[src/rtl/dlsc_axi_reader_dw.sv]
// dlsc_axi_reader_dw: width-generic AXI read DMA engine that splits byte-addressed commands into aligned bursts
//
// Optional feature macro: DLSC_AXI_READER_DW_ERRSKIP_EN
//   undefined: an error response halts AR issue and drops the erroring beat and all later beats
//   defined:   error beats are forwarded with out_strb=0 and AR issue continues
//
// Ports:
//   clk, rst_n                 clock, asynchronous active-low reset
//   axi_halt                   blocks new AR issue
//   axi_busy                   bursts outstanding on the read port
//   axi_error                  sticky flag, set by any non-OKAY read response
//   cmd_valid/ready/addr/bytes command input: start byte address, byte count minus 1
//   cmd_done                   one-cycle pulse once the final beat of a command is accepted
//   axi_ar_*                   AXI read address channel (beat-aligned address, len = beats-1)
//   axi_r_*                    AXI read data channel
//   out_free                   free entries in the downstream FIFO
//   out_valid/ready/last/data/strb  output stream, out_last marks the last beat of a command
module dlsc_axi_reader_dw #(
    parameter int DATA      = 64,
    parameter int ADDR      = 32,
    parameter int LEN       = 4,
    parameter int BLEN      = 16,
    parameter int MOT       = 16,
    parameter int FIFO_ADDR = 8,
    parameter int STROBE_EN = 1,
    localparam int SB       = DATA/8,
    localparam int LSB      = $clog2(SB)
) (
    input  logic                 clk,
    input  logic                 rst_n,
    input  logic                 axi_halt,
    output logic                 axi_busy,
    output logic                 axi_error,
    output logic                 cmd_done,
    output logic                 cmd_ready,
    input  logic                 cmd_valid,
    input  logic [ADDR-1:0]      cmd_addr,
    input  logic [BLEN-1:0]      cmd_bytes,
    input  logic                 axi_ar_ready,
    output logic                 axi_ar_valid,
    output logic [ADDR-1:0]      axi_ar_addr,
    output logic [LEN-1:0]       axi_ar_len,
    output logic                 axi_r_ready,
    input  logic                 axi_r_valid,
    input  logic                 axi_r_last,
    input  logic [DATA-1:0]      axi_r_data,
    input  logic [1:0]           axi_r_resp,
    input  logic [FIFO_ADDR:0]   out_free,
    input  logic                 out_ready,
    output logic                 out_valid,
    output logic                 out_last,
    output logic [DATA-1:0]      out_data,
    output logic [SB-1:0]        out_strb
);

    localparam int BB = LEN + LSB;
    localparam int MA = $clog2(MOT);
    localparam int QW = 1 + 2*LSB;
    localparam int OW = FIFO_ADDR + 2;

    typedef enum logic [0:0] {IDLE, SPLIT} state_t;
    state_t state, state_n;

    logic [ADDR-1:0]    cur, end_addr, boundary, hi;
    logic [LEN:0]       w;
    logic               last_burst, issue, blocked;
    logic               r_acc, r_fwd, r_first, out_acc;
    logic [FIFO_ADDR:0] outstanding;
    logic [QW-1:0]      q_mem [MOT];
    logic [MA-1:0]      q_wr, q_rd;
    logic [MA:0]        q_cnt;
    logic               q_full, q_push, q_pop;
    logic               head_last;
    logic [LSB-1:0]     head_start, head_end;
    logic [SB-1:0]      strb_n;

    // current burst ends at the command end or the last byte of the current full-burst window
    assign boundary   = {cur[ADDR-1:BB], {BB{1'b1}}};
    assign last_burst = end_addr <= boundary;
    assign hi         = last_burst ? end_addr : boundary;
    assign w          = {1'b0, hi[BB-1:LSB]} - {1'b0, cur[BB-1:LSB]} + (LEN+1)'(1);

`ifdef DLSC_AXI_READER_DW_ERRSKIP_EN
    assign blocked     = 1'b0;
    assign axi_r_ready = out_ready || !out_valid;
    assign r_fwd       = r_acc;
`else
    // after an error, R is drained unconditionally and nothing more reaches the output
    assign blocked     = axi_error;
    assign axi_r_ready = out_ready || !out_valid || axi_error;
    assign r_fwd       = r_acc && !axi_error && axi_r_resp == 2'b00;
`endif

    // comparing out_free against outstanding+w avoids underflow when out_free<outstanding
    assign issue = state == SPLIT && !axi_ar_valid && !axi_halt && !blocked && !q_full &&
                   ({1'b0, out_free} >= {1'b0, outstanding} + OW'(w));

    assign cmd_ready = state == IDLE;
    assign q_full    = q_cnt == (MA+1)'(MOT);
    assign axi_busy  = q_cnt != '0;
    assign q_push    = issue;
    assign r_acc     = axi_r_valid && axi_r_ready;
    assign q_pop     = r_acc && axi_r_last;
    assign out_acc   = out_valid && out_ready;
    assign {head_last, head_start, head_end} = q_mem[q_rd];

    always_comb begin
        state_n = (state == IDLE && cmd_valid) ? SPLIT :
                  (state == SPLIT && issue && last_burst) ? IDLE : state;
    end

    // non-first bursts start aligned and non-last bursts end aligned, so per-burst offsets suffice
    always_comb begin
        strb_n = '1;
        for (int i = 0; i < SB; i++) begin
            if (r_first && LSB'(i) < head_start) strb_n[i] = 1'b0;
            if (axi_r_last && LSB'(i) > head_end) strb_n[i] = 1'b0;
        end
        if (STROBE_EN == 0) strb_n = '1;
`ifdef DLSC_AXI_READER_DW_ERRSKIP_EN
        if (axi_r_resp != 2'b00) strb_n = '0;
`endif
    end

    always_ff @(posedge clk or negedge rst_n) begin
        if (!rst_n) begin
            state        <= IDLE;
            cur          <= '0;
            end_addr     <= '0;
            axi_ar_valid <= 1'b0;
            axi_ar_addr  <= '0;
            axi_ar_len   <= '0;
            outstanding  <= '0;
            q_wr         <= '0;
            q_rd         <= '0;
            q_cnt        <= '0;
            r_first      <= 1'b1;
            out_valid    <= 1'b0;
            out_last     <= 1'b0;
            out_data     <= '0;
            out_strb     <= '1;
            cmd_done     <= 1'b0;
            axi_error    <= 1'b0;
        end else begin
            state <= state_n;
            if (cmd_ready && cmd_valid) begin
                cur      <= cmd_addr;
                end_addr <= cmd_addr + ADDR'(cmd_bytes);
            end else if (issue) begin
                cur <= boundary + ADDR'(1);
            end
            if (issue) begin
                axi_ar_valid <= 1'b1;
                axi_ar_addr  <= {cur[ADDR-1:LSB], {LSB{1'b0}}};
                axi_ar_len   <= LEN'(w - (LEN+1)'(1));
            end else if (axi_ar_ready) begin
                axi_ar_valid <= 1'b0;
            end
            outstanding <= outstanding + (issue ? (FIFO_ADDR+1)'(w) : '0) - (FIFO_ADDR+1)'(out_acc);
            q_wr  <= q_wr + MA'(q_push);
            q_rd  <= q_rd + MA'(q_pop);
            q_cnt <= q_cnt + (MA+1)'(q_push) - (MA+1)'(q_pop);
            if (r_acc) r_first <= axi_r_last;
            if (r_fwd) begin
                out_valid <= 1'b1;
                out_data  <= axi_r_data;
                out_strb  <= strb_n;
                out_last  <= axi_r_last && head_last;
            end else if (out_ready) begin
                out_valid <= 1'b0;
            end
            cmd_done <= q_pop && head_last;
            if (r_acc && axi_r_resp != 2'b00) axi_error <= 1'b1;
        end
    end

    always_ff @(posedge clk) begin
        if (q_push) q_mem[q_wr] <= {last_burst, cur[LSB-1:0], hi[LSB-1:0]};
    end

`ifndef SYNTHESIS
    always_ff @(posedge clk) begin
        if (rst_n && out_free < outstanding) $warning("dlsc_axi_reader_dw: out_free below outstanding");
    end
`endif

endmodule
[config.mk]
export PLATFORM = sky130hd
export DESIGN_NAME = dlsc_axi_reader_dw
export DESIGN_NICKNAME = d
export VERILOG_FILES = /design/src/rtl/dlsc_axi_reader_dw.sv
export SDC_FILE = /design/constraint.sdc
export NUM_CORES = 1
export LEC_CHECK = 0
export CAP_MARGIN = 25
export CORE_UTILIZATION = 30
export DETAILED_ROUTE_END_ITERATION = 12
export DONT_BUFFER_PORTS = 1
export GPL_TIMING_DRIVEN = 0
export SLEW_MARGIN = 5
export SYNTH_ARGS = -nofsm -noshare
export SYNTH_HDL_FRONTEND = slang
export SYNTH_SLANG_ARGS = --single-unit
[constraint.sdc]
create_clock -name clk -period 8.45 [get_ports clk]
set_input_delay 2.535 -clock clk [delete_from_list [all_inputs] [get_ports clk]]
set_output_delay 2.535 -clock clk [all_outputs]
set_load 0.005 [all_outputs]
==> results of run 1 <==
## synthesized netlist by cell type (all sizes together) (4+ instances only)
cell	count
a21oi	47
xnor2	22
nand2	333
or2	7
ha	91
dfrtp	189
and2	10
xor2	28
a211oi	10
nor4	4
nor2b	14
o211ai	13
nand4	11
a31oi	4
a21o	18
and3	14
a221o	4
dfstp	9
mux2i	13
and4	6
a221oi	6
o21bai	6
o21ai	105
nor2	55
nor3	23
nand2b	10
clkbuf	40
mux4	24
inv	81
o2111ai	6
o31ai	7
o311ai	9
buf	16
fa	5
o22ai	8
nand3	27
edfxtp	112
## state kept, by name, summed over array words and instances, names as in the netlist, 4 cells and up
register,cells
cur,32
axi_ar_len,4
q_cnt,5
end_addr,32
out_strb,8
axi_ar_addr,29
q_wr,4
q_mem,112
outstanding,9
out_data,64
q_rd,4
## power by group through the flow
stage	combinational [W]	clock, W	sequential [W]
floorplan	0.00206	0	0.00220
global placement	0.00257	0	0.00230
detailed placement	0.00266	0	0.00232
CTS	0.00269	0.00162	0.00229
global route	0.00307	0.00169	0.00234
finish	0.00270	0.00159	0.00229
## layer usage
layer	vias up	wire length, um	global-route usage [%]
met3	83	4310	6.08
met1	5405	17100	19.0
met4	0	1370	6.17
li1	5073	-	-
met2	392	19900	26.5
met5	-	0	0
## cell families (layout without fill, tap and decap cells)
group	Yosys count	after routing	share of synthesized area [%]
simple gates	520	520	14.8
flops	310	310	54.8
compound gates	262	262	10.7
buf+inv	137	209	3.87
fa+ha+maj	96	96	8.15
xor+xnor	50	50	2.88
mux	39	39	4.85
other cells	1	3	0.0247
## worst min path at each step
stage,start,to,slack [ns]
global placement,end_addr[23],end_addr[23],0.47
detailed placement,end_addr[28],end_addr[28],0.48
CTS,end_addr[28],end_addr[28],0.49
floorplan,end_addr[7],end_addr[7],0.45
global route,end_addr[23],end_addr[23],0.51
finish,end_addr[28],end_addr[28],0.48
## timing repair
item / CTS / global route
endpoints found under the setup margin: 5 / 3
buffers inserted: 0 / 4
resized for setup: 3 / 8
cloned: 0 / 1
hold buffers: 0 / 0
pin swaps: 0 / 3
## through the flow
stage	power (W)	setup TNS, ns	hold slack, ns	utilization (%)	setup WS [ns]
6_report	0.00658	0	0.482	34.7	0.505
2_1_floorplan	0.00425	0	0.453	-	0.861
3_5_place_dp	0.00498	-2.38	0.475	32.1	-0.838
4_1_cts	0.00660	0	0.487	34.5	0.0120
3_3_place_gp	0.00487	-1.89	0.471	32.1	-0.741
5_1_grt	0.00710	-0.00812	0.509	34.7	-0.00812
## area by class of cell
cell class	instances	area (um2)
plain buffers	54	275
clock buffers	52	1050
clock inverters	15	153
fillers	5046	32700
inverters	81	317
multi-input cells	970	6330
flip-flops and latches	310	8330
well taps	672	841
repair buffers	6	55.1
repair inverters	1	8.76
## critical path, delay by kind of cell (launching register included)
family	cells	cell delay, ns
flip-flops	1	0.41
buffers and inverters	6	0.62
AO/OA/AOI/OAI	14	3.04
AND/OR/NAND/NOR	6	0.84
adder cells (fa/ha/maj)	8	2.67
XOR/XNOR	2	0.26
==> impl_metrics.csv, run 1 <==
group,metric,value,unit
power,static-leakage-power,7.54,nW
setup_path,cp.required,8.92,ns
clock_network,clk_pin_slew,0.06,ns
hold_path,min_path_cells,2,
placement,dp_hpwl,31600,um
global_route,first_global_vias,10700,
setup_path,regToRegSetupSlack,0.50,ns
setup_path,end_kind,"register",
power,irDropWorstVdd,205,uV
sta,fmax,126,MHz
global_route,grt_overflow,0,
setup_path,crit_end,"outstanding[8]",
logic_synthesis,synth_async_sr_flop_share,63.9,%
power,internal_power,0.00414,W
die,io_pins,247,
final_layout,fin_area,0.0174,mm2
logic_synthesis,synth_edf_count,112,
logic_synthesis,synth_area_leaders,"dfrtp_1 (31%), edfxtp_1 (22%), nand2_1 (8.2%)",
final_layout,drive_gt1_share,8.13,%
final_layout,nets,1688,
clock_network,clk_latency,0.56,ns
sta,slew-limit-headroom,33.6,%
global_route,antenna_found_initial,0,
sta,drv_slew,0,
drt,num_vias,11000,
setup_path,r2r-start,"cur[25]",
sta,final.period_utilization,94.0,%
logic_synthesis,synth_ff_type,"dfrtp_1",
power,pwr-share-clk,24.2,%
hold_path,hp-class,"reg -> reg",
final_layout,final_cell_mix,"nand2_1 (333), dfrtp_1 (188), edfxtp_1 (112), o21ai_0 (103), ha_1 (91)",
logic_synthesis,syn_area,0.0152,mm2
drt,wl_per_cell,19.8,um
setup_path,critPathMaxFanout,14,
drt,antenna_left,0,
outcome,outcome,"completed",
logic_synthesis,synth_cell_types,60,
setup_path,r2r_end,"outstanding[8]",
final_layout,instances_no_fill,2161,
placement,placed_area,0.0161,mm2
power,p_seq_share,34.8,%
sta,worstMarginPinSlew,0.990,ns
setup_path,cp_data_arrival_time,8.41,ns
logic_synthesis,synth.largest_area_cell,"dfrtp_1",
die,die_w,227,um
die,die_h,227,um
placement,placed_cells,2091,
clock_network,htree_levels,2,
sta,setup_violations,0,
placement,place_congestion,0.869,
setup_path,rr_worst_depth,36,
job,maxCapViolCount,0,
sta,skew,0.0194,ns
final_layout,syn2layout_area_growth,14.2,%
final_layout,final_common_cell,"nand2_1",
logic_synthesis,syn_area_per_cell,10.7,um2
clock_network,cts_tree,"yes",
power,power_frac_comb,41.0,%
clock_network,clock_sinks,310,
logic_synthesis,yosys_warnings,0,
placement,numPortBuffers,0,
sta,period_needed,7.95,ns
global_route,grt_max_degree,199,
clock_network,clockBufferDepth,3,
power,swShare,37.2,%
clock_network,clockRootBuffer,"clkbuf_16",
final_layout,diodes,0,
setup_path,path_common_cell,"ha_1",
logic_synthesis,seq_area_frac_synth,54.8,%
die,start_util,30.4,%
clock_network,numCtsBuffers,37,
setup_path,startpoint_type,"register",
drt,drt_pass1_iterations,5,
global_route,grt_pass1_wl,62500,um
logic_synthesis,ys_ff_latch,310,
drt,drc,0,
sta,hold_viol_final,0,
setup_path,crit_slowest_cell,"fa_1",
drt,routed_via_density,5.07,
logic_synthesis,syn_inst,1415,
global_route,grtUsageTotal,16.1,%
power,switching_power,0.00245,W
drt,drt_wl_total,42700,um
drt,first_iter_violations,876,
die,core,0.0501,mm2
die,dieArea,0.0516,mm2
setup_path,path_class,"reg -> reg",
power,p_per_area,379,mW/mm2
logic_synthesis,synth_top_area_share,31.1,%
setup_path,max_stage_delay,0.57,ns
setup_path,crit_start,"cur[25]",
die,placementRows,82,
No activity file was read; power rests on OpenSTA's default activity.
==> run 2, diff against run 1 <==
Settings changed: CORE_UTILIZATION 30 to 40, REMOVE_ABC_BUFFERS from default to 1.
==> run 2 against run 1 <==
Net effect:
- clock skew increased by 0.011 ns
- combinational power about the same
- power fell by 1.5%
- hold slack better by 0.0038 ns
- critical path depth shrank 1
- non-clock buffer count down 43
- count of clock-buffer cells in the layout is 6 lower
- register-to-register slack hardly changed
==> impl_metrics.csv, run 2 (synthesized netlist as in run 1, its figures left out) <==
group,metric,value,unit
sta,worstMarginPinSlew,0.899,ns
setup_path,startpoint_type,"register",
die,die_w,197,um
final_layout,drive_gt1_share,7.85,%
die,placementRows,71,
sta,slew-limit-headroom,39.8,%
clock_network,clock_sinks,310,
hold_path,hold-path-endpoint,"end_addr[8]",
power,irDropWorstVdd,287,uV
clock_network,hold_buffers,0,
setup_path,max_stage_delay,0.57,ns
drt,num_vias,10400,
setup_path,r2r-start,"cur[17]",
sta,setup_ws,0.492,ns
clock_network,numCtsBuffers,35,
clock_network,clk_latency,0.56,ns
clock_network,cts_tree,"yes",
hold_path,min_path_cells,2,
power,p_per_area,381,mW/mm2
setup_path,regToRegSetupSlack,0.49,ns
final_layout,nets,1643,
final_layout,top_register,"q_mem",
sta,period_needed,7.96,ns
setup_path,cp_data_arrival_time,8.42,ns
global_route,first_global_vias,10200,
die,core,0.0376,mm2
placement,placed_area,0.0158,mm2
setup_path,end_kind,"register",
placement,placed_cells,1884,
setup_path,path_common_cell,"ha_1",
final_layout,fill_cells,3462,
global_route,grtUsageTotal,19.4,%
placement,dp_hpwl,27000,um
sta,final.period_utilization,94.2,%
clock_network,htree_levels,2,
setup_path,critPathMaxFanout,18,
die,dieArea,0.0388,mm2
final_layout,largest_reg_flops,112,
drt,routed_via_density,5.33,
global_route,antenna_found_initial,1,
die,io_pins,247,
power,power,0.00649,W
power,static-leakage-power,7.47,nW
drt,drt_wl_total,38100,um
job,maxCapViolCount,0,
drt,wl_per_cell,19.5,um
sta,fmax,126,MHz
final_layout,reg_top3,"q_mem (112), out_data (64)",
setup_path,r2r_end,"outstanding[8]",
die,start_util,40.5,%
sta,drv_slew,0,
final_layout,diodes,0,
final_layout,instances_no_fill,1951,
sta,hold_viol_final,0,
placement,place_ws,-0.541,ns
global_route,grt_overflow,0,
global_route,grt_pass1_wl,57500,um
final_layout,final_common_cell,"nand2_1",
setup_path,rr_worst_depth,35,
hold_path,hp-start,"end_addr[8]",
sta,skew,0.0308,ns
final_layout,fin_area,0.0170,mm2
drt,drc,0,
clock_network,clockBufferDepth,3,
sta,setup_violations,0,
drt,drt_pass1_iterations,7,
global_route,grt_max_degree,199,
clock_network,clockRootBuffer,"clkbuf_16",
final_layout,final_cell_mix,"nand2_1 (332), dfrtp_1 (188), edfxtp_1 (112), o21ai_0 (103), ha_1 (91)",
outcome,outcome,"completed",
placement,numPortBuffers,0,
die,die_h,197,um
drt,first_iter_violations,519,
setup_path,critPathBufInv,5,
setup_path,crit_slowest_cell,"fa_1",
setup_path,critPathTopFamily,"compound AO/OA/AOI/OAI gates",
drt,antenna_left,0,
final_layout,syn2layout_area_growth,11.9,%
clock_network,clk_pin_slew,0.06,ns
setup_path,cp.required,8.91,ns
placement,place_congestion,0.830,
hold_path,hp-class,"reg -> reg",
setup_path,path_class,"reg -> reg",
==> run 2: changes by cell type in the layout (fill, tap and decap cells not counted), moves of 3 or more <==
cell,previous run,this run
clkbuf_16,38,35
clkbuf_8,5,2
buf_6,5,0
buf_16,0,3
buf_12,2,5
clkbuf_1,47,8
buf_2,7,2
==> run 2: power by group <==
part,internal [W],switching (W)
Combinational,0.00119,0.00153
Clock,0.000855,0.000621
Sequential,0.00199,0.000296
Total,0.00404,0.00244
==> run 2: what timing repair did <==
| item | in CTS | in global routing |
|---|---|---|
| endpoints found under the setup margin | 3 | 3 |
| pin swaps | 1 | 2 |
| buffers inserted | 1 | 3 |
| resized for setup | 4 | 6 |
| gates cloned | 0 | 1 |
==> run 2: how the worst max path moves through the flow <==
stage | from | end | depth (start not counted)
2_1_floorplan | cur[27] | outstanding[8] | 35
3_3_place_gp | cur[27] | outstanding[8] | 35
3_5_place_dp | cur[27] | outstanding[8] | 35
4_1_cts | cur[27] | outstanding[8] | 35
5_1_grt | cur[27] | outstanding[8] | 35
6_report | cur[17] | outstanding[8] | 35
==> run 2: layer usage <==
layer / share of wire (%) / vias to the layer above / GRT usage (%)
met5: 0 / - / 0
met4: 2.5 / 0 / 7.15
met3: 8.8 / 62 / 6.06
met2: 47 / 358 / 32.1
met1: 41 / 4995 / 23.8
li1: - / 4978 / -
==> run 2: final cells by class <==
| class | count | area (um2) | share of cell area, % |
|---|---|---|---|
| tap | 511 | 639 | 3.76 |
| inverter | 81 | 317 | 1.86 |
| timing repair inverter | 1 | 8.76 | 0.0515 |
| clock buffer | 46 | 941 | 5.53 |
| sequential | 310 | 8330 | 49.0 |
| clock inverter | 15 | 173 | 1.01 |
| multi-input combinational | 970 | 6360 | 37.4 |
| timing repair buffer | 17 | 245 | 1.44 |
==> run 2: worst register-to-register path, delay by kind of cell (launching register included) <==
kind	cells	cell delay (ns)
buffers and inverters	5	0.46
AND/OR/NAND/NOR	5	0.74
XOR/XNOR	2	0.28
AO/OA/AOI/OAI	15	3.30
flip-flops	1	0.42
adder cells (fa/ha/maj)	8	2.69
==> run 2: metrics by stage <==
stage | TNS, ns | util (%) | hold slack (ns)
CTS | 0 | 45.0 | 0.488
global route | -0.0290 | 45.3 | 0.501
finish | 0 | 45.3 | 0.485
global placement | -485.00 | 41.4 | 0.468
detailed placement | -1.03 | 42.0 | 0.475
floorplan | -2.35 | - | 0.453
==> run 3, diff against run 2 <==
Settings changed: SETUP_SLACK_MARGIN from default to 0.2.
==> run 3 against run 2 <==
Net effect:
- first-iteration DRC count shrank 1.5%
- via count rose by 0.26%
- final area hardly changed
- critical path depth stayed put
==> impl_metrics.csv, run 3 (synthesized netlist as in run 1, its figures left out) <==
group,metric,value,unit
final_layout,instances_no_fill,1951,
setup_path,startpoint_type,"register",
global_route,grt_overflow,0,
die,placementRows,71,
drt,drt_wl_total,38100,um
clock_network,numCtsBuffers,35,
sta,period_needed,7.85,ns
die,dieArea,0.0388,mm2
clock_network,htree_levels,2,
setup_path,end_kind,"register",
sta,holdWs,0.486,ns
final_layout,layout.area.seq,0.00833,mm2
clock_network,hold_buffers,0,
die,core,0.0376,mm2
final_layout,syn2layout_area_growth,11.9,%
die,die_w,197,um
placement,dp_hpwl,27000,um
outcome,outcome,"completed",
clock_network,clk_pin_slew,0.06,ns
global_route,grt_max_degree,199,
global_route,grtUsageTotal,19.4,%
final_layout,fill_cells,3465,
global_route,first_global_vias,10200,
sta,drv_slew,0,
placement,numPortBuffers,0,
setup_path,critPathMaxFanout,18,
hold_path,hp-class,"reg -> reg",
sta,final.period_utilization,92.9,%
drt,first_iter_violations,511,
power,p_per_area,382,mW/mm2
drt,num_vias,10400,
global_route,grt_pass1_wl,57500,um
placement,place_congestion,0.830,
sta,skew,0.0307,ns
placement,placed_cells,1884,
power,irDropWorstVdd,289,uV
final_layout,final_cell_mix,"nand2_1 (332), dfrtp_1 (187), edfxtp_1 (112), o21ai_0 (102), ha_1 (91)",
die,start_util,40.5,%
clock_network,clock_sinks,310,
clock_network,cts_tree,"yes",
setup_path,crit_slowest_cell,"fa_1",
sta,worstMarginPinSlew,0.889,ns
final_layout,reg_top3,"q_mem (112), out_data (64)",
clock_network,clk_latency,0.56,ns
setup_path,path_common_cell,"ha_1",
setup_path,cp_data_arrival_time,8.31,ns
sta,grt_setup_unrepaired,"no",
clock_network,clockRootBuffer,"clkbuf_16",
clock_network,clockBufferDepth,3,
drt,antenna_left,0,
power,static-leakage-power,7.47,nW
sta,slew-limit-headroom,40.5,%
setup_path,max_stage_delay,0.57,ns
setup_path,path_class,"reg -> reg",
final_layout,top_register,"q_mem",
final_layout,final_common_cell,"nand2_1",
sta,fmax,127,MHz
job,maxCapViolCount,0,
drt,wl_per_cell,19.5,um
final_layout,multiInputGateArea,0.00636,mm2
final_layout,drive_gt1_share,7.99,%
die,io_pins,247,
sta,setup_violations,0,
final_layout,largest_reg_flops,112,
sta,hold_viol_final,0,
die,die_h,197,um
setup_path,cp.required,8.91,ns
drt,routed_via_density,5.34,
drt,drt_pass1_iterations,4,
global_route,antenna_found_initial,1,
drt,drc,0,
final_layout,diodes,0,
final_layout,nets,1643,
run 3: changes by cell type in the layout (fill, tap and decap cells not counted):
cell and change:
dfrtp_1 -1, o21ai_1 +1, dfrtp_2 +1, a21oi_1 -1, a21oi_2 +1, o21ai_0 -1
run 3: path summary, 6_finish.rpt:
path / startpoint / to / slack (ns) / cells past startpoint
min in group asynchronous: rst_n / axi_ar_addr[27] / 1.69 / 0
max: cur[17] / outstanding[8] / 0.60 / 35
min: end_addr[8] / end_addr[8] / 0.49 / 2
min reg2reg: end_addr[8] / end_addr[8] / 0.49 / 2
max reg2reg: cur[17] / outstanding[8] / 0.60 / 35
max in group asynchronous: rst_n / out_strb[7] / 6.39 / 0
run 3: critical path: cells and delay by family, from the launching register on:
kind | cells | cell delay (ns)
XOR/XNOR | 2 | 0.28
AO/OA/AOI/OAI | 15 | 3.19
flip-flops | 1 | 0.41
buffers and inverters | 5 | 0.46
AND/OR/NAND/NOR | 5 | 0.71
adder cells (fa/ha/maj) | 8 | 2.69
run 3: area by class of cell:
class                           count  area share (%)
Sequential cell                   310            49.0
Multi-Input combinational cell    970            37.4
Clock buffer                       46            5.53
Tap cell                          511            3.76
Inverter                           81            1.86
Timing Repair Buffer               17            1.44
Clock inverter                     15            1.01
Timing Repair inverter              1          0.0515
run 3: repair_timing:
action                                  in CTS  in global routing
buffers inserted                             1                  3
endpoints found under the setup margin       5                  3
cloned                                       0                  1
resized for setup                            5                  8
pin swaps                                    1                  2
run 3: per-layer routing:
| layer | track usage [%] | vias up | part of all wire (%) |
|---|---|---|---|
| li1 | - | 4979 | - |
| met1 | 23.8 | 5011 | 41 |
| met2 | 32.1 | 368 | 47 |
| met3 | 6.06 | 62 | 8.9 |
| met4 | 7.15 | 0 | 2.5 |
| met5 | 0 | - | 0 |
run 3: per-stage QoR:
stage,cell area [um2],worst slack (ns),util [%],TNS [ns],total power (W)
final,17000,0.600,45.3,0,0.00649
after global routing,17000,0.134,45.3,0,0.00703
after CTS,16900,0.214,45.0,0,0.00652
after detailed placement,15800,-0.541,42.0,-1.03,0.00500
after global placement,15600,-4.05,41.4,-485.00,0.00490
after floorplan,14900,-0.793,-,-2.35,0.00422
run 3: power breakdown:
part	total [W]	internal [W]	switching, W
Clock	0.00148	0.000855	0.000620
Sequential	0.00229	0.00199	0.000297
Combinational	0.00273	0.00120	0.00153
Total	0.00649	0.00405	0.00245
